--- src/rtl/mem_port_arbiter.sv ---
// Arbitrates the core's fetch and data ports onto one single-ported backing memory.
// Data has fixed priority; a saturating starvation counter guarantees fetch progress.
module mem_port_arbiter #(
    parameter int STARVE_LIMIT = 4,
    parameter int CNT_W        = 3
) (
    input  logic        clk,
    input  logic        reset,
    input  logic        imem_req,
    input  logic [31:0] imem_pc_addr,
    output logic [31:0] imem_instn,
    output logic        imem_wait,
    input  logic        dmem_req,
    input  logic        dmem_we,
    input  logic [31:0] dmem_addr,
    input  logic [31:0] dmem_wd,
    input  logic [3:0]  dmem_mask,
    output logic [31:0] dmem_rd,
    output logic        dmem_wait,
    output logic        mem_req,
    output logic        mem_we,
    output logic [31:0] mem_addr,
    output logic [31:0] mem_wd,
    output logic [3:0]  mem_mask,
    input  logic [31:0] mem_rd,
    input  logic        mem_ack
);
    localparam logic [2:0] IDLE   = 3'd0;
    localparam logic [2:0] I_BUSY = 3'd1;
    localparam logic [2:0] D_BUSY = 3'd2;
    localparam logic [2:0] I_DONE = 3'd3;
    localparam logic [2:0] D_DONE = 3'd4;

    localparam logic [CNT_W-1:0] LIMIT = CNT_W'(STARVE_LIMIT);

    logic [2:0]       state;
    logic [CNT_W-1:0] starveCnt;
    logic             starved;
    logic             grantD;
    logic             grantI;

    assign starved = imem_req && (starveCnt >= LIMIT);
    assign grantD  = (state == IDLE) && dmem_req && !starved;
    assign grantI  = (state == IDLE) && !grantD && imem_req;

    // The mem_* registers double as the latched request copy; a port is released
    // only if its current request still matches what was actually serviced.
    assign imem_wait = imem_req && !((state == I_DONE) && (imem_pc_addr == mem_addr));
    assign dmem_wait = dmem_req && !((state == D_DONE) && (dmem_addr == mem_addr) &&
                                     (dmem_we == mem_we) && (dmem_wd == mem_wd) &&
                                     (dmem_mask == mem_mask));

    always_ff @(posedge clk or negedge reset) begin
        if (!reset) begin
            state      <= IDLE;
            starveCnt  <= '0;
            mem_req    <= 1'b0;
            mem_we     <= 1'b0;
            mem_addr   <= '0;
            mem_wd     <= '0;
            mem_mask   <= '0;
            imem_instn <= '0;
            dmem_rd    <= '0;
        end else begin
            case (state)
                IDLE: begin
                    if (grantD) begin
                        state    <= D_BUSY;
                        mem_req  <= 1'b1;
                        mem_we   <= dmem_we;
                        mem_addr <= dmem_addr;
                        mem_wd   <= dmem_wd;
                        mem_mask <= dmem_mask;
                        if (imem_req && (starveCnt < LIMIT))
                            starveCnt <= starveCnt + CNT_W'(1);
                    end else if (grantI) begin
                        state     <= I_BUSY;
                        mem_req   <= 1'b1;
                        mem_we    <= 1'b0;
                        mem_addr  <= imem_pc_addr;
                        mem_wd    <= '0;
                        mem_mask  <= 4'hF;
                        starveCnt <= '0;
                    end
                end
                I_BUSY: begin
                    if (mem_ack) begin
                        imem_instn <= mem_rd;
                        mem_req    <= 1'b0;
                        state      <= I_DONE;
                    end
                end
                D_BUSY: begin
                    // Stores also load dmem_rd; the core ignores it for stores.
                    if (mem_ack) begin
                        dmem_rd <= mem_rd;
                        mem_req <= 1'b0;
                        state   <= D_DONE;
                    end
                end
                default: state <= IDLE;
            endcase
        end
    end
endmodule

--- config.mk ---
export PLATFORM = sky130hd
export DESIGN_NAME = mem_port_arbiter
export DESIGN_NICKNAME = d
export VERILOG_FILES = /design/src/rtl/mem_port_arbiter.sv
export SDC_FILE = /design/constraint.sdc
export NUM_CORES = 1
export LEC_CHECK = 0
export CORE_ASPECT_RATIO = 1.2
export CORE_MARGIN = 2
export CORE_UTILIZATION = 44
export CTS_CLUSTER_DIAMETER = 80
export CTS_CLUSTER_SIZE = 12
export DETAILED_ROUTE_END_ITERATION = 8
export GPL_ROUTABILITY_DRIVEN = 0
export GPL_TIMING_DRIVEN = 0
export PLACE_DENSITY_LB_ADDON = 0.15
export SLEW_MARGIN = 20
export SYNTH_ARGS = -nofsm -noshare
export SYNTH_HDL_FRONTEND = slang
export SYNTH_SLANG_ARGS = --single-unit
--- constraint.sdc ---
create_clock -name clk -period 2.1 [get_ports clk]
set_input_delay 0.42 -clock clk [delete_from_list [all_inputs] [get_ports clk]]
set_output_delay 0.42 -clock clk [all_outputs]
set_load 0.02 [all_outputs]
# After elaboration in Yosys (flattened, before gate mapping)
# Index checks and enable logic that the tools add are counted.
[totals]
ff_bits = 140
latch_bits = 0
ram_bits = 0
romBits = 0
inputBits = 138
output_inout_bits = 136
word_cells = 73
n_memories = 0
[classes]
addsub = 1
n_mul = 0
div = 0
magnitude_cmp = 2
eq_ne = 14
shift = 0
muxes = 20
bitwise_logic = 0
reduce_logical = 27
[ops]
columns = ["op", "count"]
rows = [
  ["32-bit 2-to-1 mux", 4],
  ["32-bit equality test", 3],
  ["3-bit 2-to-1 mux", 7],
  ["1-bit logical AND", 13],
  ["3-bit one-hot mux with 3 select lines", 1],
  ["3-bit AND reduction", 3],
  ["4-bit 2-to-1 mux", 2],
  ["3-bit by 2-bit equality test with 1-bit output, second input constant", 2],
  ["2-bit AND reduction", 3],
  ["1-bit 2-to-1 mux", 5],
  ["4-bit equality test", 1],
  ["1-bit logical NOT", 4],
  ["2-bit by 1-bit inequality test with 1-bit output, second input constant", 2],
  ["2-bit inequality test, second input constant", 2],
  ["2-bit nonzero test", 2],
  ["3-bit by 1-bit adder with 3-bit output, second input constant", 1],
  ["3-bit by 1-bit equality test with 1-bit output, second input constant", 1],
  ["3-bit equality test, second input constant", 1],
  ["3-bit greater-or-equal comparator, second input constant", 1],
  ["3-bit logical NOT", 1],
  ["3-bit < comparator, second input constant", 1],
  ["3-bit inequality test, second input constant", 1],
  ["1-bit one-hot mux with 2 select lines", 1],
  ["2-bit OR reduction", 1],
  ["1-bit equality test", 1],
]

# Logic depth before layout (Yosys ltp)
[depth]
depth_word = 10
mapped_depth = 7
depth_no_buf = 5

# Least setup slack after synthesis
# Ideal clock, no wire load.
[synth_timing]
path_kind = "reg2out"
start = "register mem_addr[13]"
end = "output port imem_wait"
arrival_ns = 1.510
t_required_ns = 1.680
path_slack_ns = 0.170
stages_incl_launch_ff = 6
n_path_buf = 0
cell_sequence = "dfrtp_1 xnor2_1 nand4_1 nor4_1 nand4_1 o41a_1"
[synth_via]
elab_chain_cells = 4
[synth_rtl]
columns = ["item", "line", "rtl"]
rows = [
  ["start, declared", "22", "output logic [31:0] mem_addr,"],
  ["start signal, assigned", "71", "mem_addr <= dmem_addr;"],
  ["start signal, assigned", "80", "mem_addr <= imem_pc_addr;"],
  ["32-bit equality test", "48", "assign imem_wait = imem_req && !((state == I_DONE) && (imem_pc_addr == mem_addr));"],
  ["1-bit logical AND", "48", ""],
  ["1-bit logical NOT", "48", ""],
  ["1-bit logical AND", "48", ""],
  ["end, declared", "12", "output logic imem_wait,"],
]
# No other way between the ends.

# Worst setup path after layout
[layout_timing]
start = "input port dmem_wd[15]"
end = "output port dmem_wait"
[layout_via]
elab_chain_cells = 5
[layout_rtl]
columns = ["item", "line", "rtl"]
rows = [
  ["start, declared", "16", "input logic [31:0] dmem_wd,"],
  ["32-bit equality test", "50", "(dmem_we == mem_we) && (dmem_wd == mem_wd) &&"],
  ["1-bit logical AND (2 in a row)", "50", ""],
  ["1-bit logical NOT", "49", "assign dmem_wait = dmem_req && !((state == D_DONE) && (dmem_addr == mem_addr) &&"],
  ["1-bit logical AND", "49", ""],
  ["end, declared", "19", "output logic dmem_wait,"],
]
# No other way between the ends.

==> flow_summary.ini <==
[logic_synthesis]
synthTopCellsByCount = sky130_fd_sc_hd__dfrtp_1, sky130_fd_sc_hd__xnor2_1, sky130_fd_sc_hd__nand2_1
synth-async-reset-ratio_pct = 100.0
synthesis.area_um2 = 6689
number_of_warnings_printed_during_yosys_synthesis = 0
synth.lib_cells_used.distinct = 35
synth_cells = 566
synth_top_cell_by_area = sky130_fd_sc_hd__dfrtp_1
synth.yosys.seq_area_share_pct = 52.38
synth_top_flop_cell = sky130_fd_sc_hd__dfrtp_1
postSynthAreaPerCell_um2 = 11.82
synth.top_cells.by_area = sky130_fd_sc_hd__dfrtp_1, sky130_fd_sc_hd__mux2_2, sky130_fd_sc_hd__xnor2_1, sky130_fd_sc_hd__a22o_1, sky130_fd_sc_hd__xor2_1
synth_edf_count = 0
synth.most_common_cell = sky130_fd_sc_hd__dfrtp_1
synth.ff_latch_count = 140
synthesis.nets = 705
synth_top_cell_area_share_pct = 52.38

[pwr]
clock_power_share_pct = 17.2
worst_voltage_drop_across_the_vdd_grid_mv = 0.9490
p_sw_share_pct = 39.97
seq_power_share_pct = 30.5
power.internal_mw = 10.13
power.share.combinational_pct = 52.3
pwr_density_cell_nw_per_um2 = 1609
cellLeakagePower_nw = 4.319
power.net_switching_mw = 6.743

[global_routing]
via_count_of_the_first_global_routing_pass = 5857
grt_max_degree = 88
grt_use_met1_pct = 31.84
track_usage_pct = 26.65
groute.layer.met3.usage_pct = 6.993
antenna_found_initial = 0
grt_busiest_layer = met2
grt_first_pass_wirelength_um = 32690
globalRoute.totalOverflow = 0
grt_util_met2_pct = 45.56

[worst_setup_path]
timing.critical_path.required_ps = 1680
crit_family = simple AND/OR/NAND/NOR gates
worstPathArrival_ps = 2240
max_stage_delay_ps = 450
path_cells = clkdlybuf4s50_1 > xnor2_1 > nand4_1 > nor4_2 > nand3_1 > o31a_1 > buf_6
rr_startpoint = state[0]
critical_path_buf_inv_count = 2
critPathKind = input pin to output pin
worst-r2r-cell-count = 5
cp-start-kind = input pin
worst_path_max_delay_cell = sky130_fd_sc_hd__clkdlybuf4s50_1
timing.reg2reg.setup_slack_ps = 250
regToRegEndpoint = mem_wd[19]
cp-end-kind = output pin
worst_setup_path_startpoint = dmem_wd[15]
worstSetupPathDepth = 7
crit_fanout = 2
crit_path_end = dmem_wait

[floorplanning]
die_width_um = 116.6
floorplan.initialDensity_pct = 44.71
row_count = 49
die_area_um2 = 16210
die_height_um = 139.1
io_pins = 274
core_region_area_um2 = 14960

[cts]
clock_buffer_depth = 2
ctsHtreeMaxLevel = 4
insertion_delay_ps = 420
cts.sinks = 140
clock_tree_from_tritoncts = yes
register_clock_pin_slew_on_the_reported_worst_setup_and_hold_paths_ps = 70
total_clock_buffers_created_by_cts = 17
clock-root-buffer = sky130_fd_sc_hd__clkbuf_16

[drt]
routedWlPerCell_um = 19.89
drc = 0
drt-initial-drc-count = 417
wirelength_um = 21460
vias = 5785
drt-pass1-iter-count = 5
viasPerCell = 5.361
detail-route-antenna-nets = 0

[outcome]
status = complete, but fails checks
violations = negative setup slack

[sta]
worst_slew_pin_slew_ps = 705.2
finalCriticalPeriod_ps = 2658
fin_worst_skew_ps = 13.62
final_critical_path_setup_slack_ps = -557.8
min_period_over_period_pct = 126.6
hold-worst-slack_ps = 331.1
setup_tns_ps = -994.4
final_setup_viols = 2
fmaxAchievable_ghz = 0.3763
relative_slew_slack_pct = 52.67
finalMaxSlewViolations = 0
final-hold-violation-count = 0
rsz0062_at_grt = yes

[placement]
io_buffer_count = 272
dp_slack_ps = -1301
hpwl_um = 16080

[finish]
antenna_cells_inserted = 0
post_route_cells_drive_above_1_share_pct = 18.63
syn2layout_area_growth_pct = 56.73
finalNetCount = 1001
layout.filler_cells = 1135

[run]
drv_cap = 0

[min_path]
holdCritPathClass = input pin to flop
-- sequential cells by signal (all words and copies together), names as in the netlist --
| register | flops |
|---|---|
| mem_we | 1 |
| dmem_rd | 32 |
| state | 3 |
| starveCnt | 3 |
| mem_mask | 4 |
| mem_addr | 32 |
| mem_req | 1 |
| mem_wd | 32 |
| imem_instn | 32 |
-- cell usage in the layout (no fill, tap or decap), types with 3 or more instances in the layout --
cell	n
sky130_fd_sc_hd__nor2_1	35
sky130_fd_sc_hd__dlygate4sd2_1	5
sky130_fd_sc_hd__buf_2	9
sky130_fd_sc_hd__xnor2_2	15
sky130_fd_sc_hd__clkbuf_1	4
sky130_fd_sc_hd__a31oi_1	32
sky130_fd_sc_hd__xnor2_1	54
sky130_fd_sc_hd__nand4_1	20
sky130_fd_sc_hd__dfrtp_1	133
sky130_fd_sc_hd__inv_6	5
sky130_fd_sc_hd__nor3_1	3
sky130_fd_sc_hd__o22a_1	4
sky130_fd_sc_hd__inv_8	3
sky130_fd_sc_hd__buf_6	15
sky130_fd_sc_hd__a22o_1	32
sky130_fd_sc_hd__nand2_1	69
sky130_fd_sc_hd__clkdlybuf4s50_1	259
sky130_fd_sc_hd__mux2_2	63
sky130_fd_sc_hd__clkbuf_16	17
sky130_fd_sc_hd__nor4_2	5
sky130_fd_sc_hd__xor2_1	31
sky130_fd_sc_hd__nor4_1	7
sky130_fd_sc_hd__dfrtp_2	7
sky130_fd_sc_hd__dlymetal6s2s_1	5
sky130_fd_sc_hd__clkinv_4	3
sky130_fd_sc_hd__buf_4	8
-- cell type report --
| type | instances | area [um2] | area share, % |
|---|---|---|---|
| clock inverter | 13 | 118.9 | 1.134 |
| timing repair buffer | 277 | 2796 | 26.67 |
| inverter | 1 | 3.754 | 0.03580 |
| sequential | 140 | 3512 | 33.50 |
| tap | 204 | 255.2 | 2.435 |
| multi-input combinational | 394 | 3100 | 29.57 |
| clock buffer | 19 | 452.9 | 4.320 |
| buffer | 31 | 244.0 | 2.327 |
-- per-stage QoR --
step / area [um2] / util [%] / cells / power [mW]
2_1_floorplan: 6689 / - / 566 / 9.723
3_3_place_gp: 9667 / 64.62 / 1042 / 13.54
3_5_place_dp: 9699 / 64.84 / 1043 / 13.76
4_1_cts: 10410 / 69.56 / 1079 / 16.88
5_1_grt: 10480 / 70.08 / 1079 / 17.74
6_report: 10480 / 70.08 / 1079 / 16.87
-- cells by family after synthesis --
family / count (synthesis) / share of synthesized area, %
AOI/OAI and AO/OA: 79 / 9.016
xor gates and xnor gates: 101 / 13.22
adders and majority gates: 1 / 0.1870
buffers and inverters: 32 / 3.704
DFF: 140 / 52.38
muxes: 65 / 10.94
and+or+nand+nor: 148 / 10.55
-- timing repair --
action / in CTS / in global routing
buffers inserted: 3 / 0
hold buffers: 1 / 0
hold endpoints to repair: 53 / 0
setup endpoints to repair: 2 / 2
gates resized for setup: 35 / 18
pin swaps: 15 / 10
-- worst min path at each step --
| stage | endpoint | start | cells after the start | slack, ps |
|---|---|---|---|---|
| after floorplan | dmem_rd[0] | reset | 0 | 120 |
| after global placement | imem_instn[30] | imem_instn[30] | 1 | 470 |
| after detailed placement | dmem_rd[5] | reset | 1 | 370 |
| after CTS | starveCnt[0] | imem_req | 3 | 330 |
| after global routing | mem_addr[13] | imem_pc_addr[13] | 3 | 320 |
| final | mem_addr[13] | imem_pc_addr[13] | 3 | 330 |
-- power by group through the flow --
stage / logic, mW / clock network [mW] / registers, mW
after detailed placement: 8.64 / 0 / 5.12
after global routing: 9.35 / 3.06 / 5.32
final: 8.82 / 2.90 / 5.15
after CTS: 8.82 / 2.94 / 5.12
after floorplan: 3.21 / 0 / 6.52
after global placement: 8.49 / 0 / 5.05
-- worst reg2reg max path, stage by stage (launching register included) --
cell and delay, ps:
sky130_fd_sc_hd__dfrtp_1 360, sky130_fd_sc_hd__buf_4 170, sky130_fd_sc_hd__nor3_4 250, sky130_fd_sc_hd__o21ai_1 310, sky130_fd_sc_hd__clkbuf_1 340, sky130_fd_sc_hd__a22o_1 310
-- per-layer routing --
| metal | up-vias | wire length [um] |
|---|---|---|
| met5 | - | 0 |
| met4 | 0 | 780 |
| met3 | 41 | 1671 |
| met2 | 281 | 10870 |
| met1 | 2858 | 8142 |
| li1 | 2605 | - |
Power figures use the tool's default switching activity.
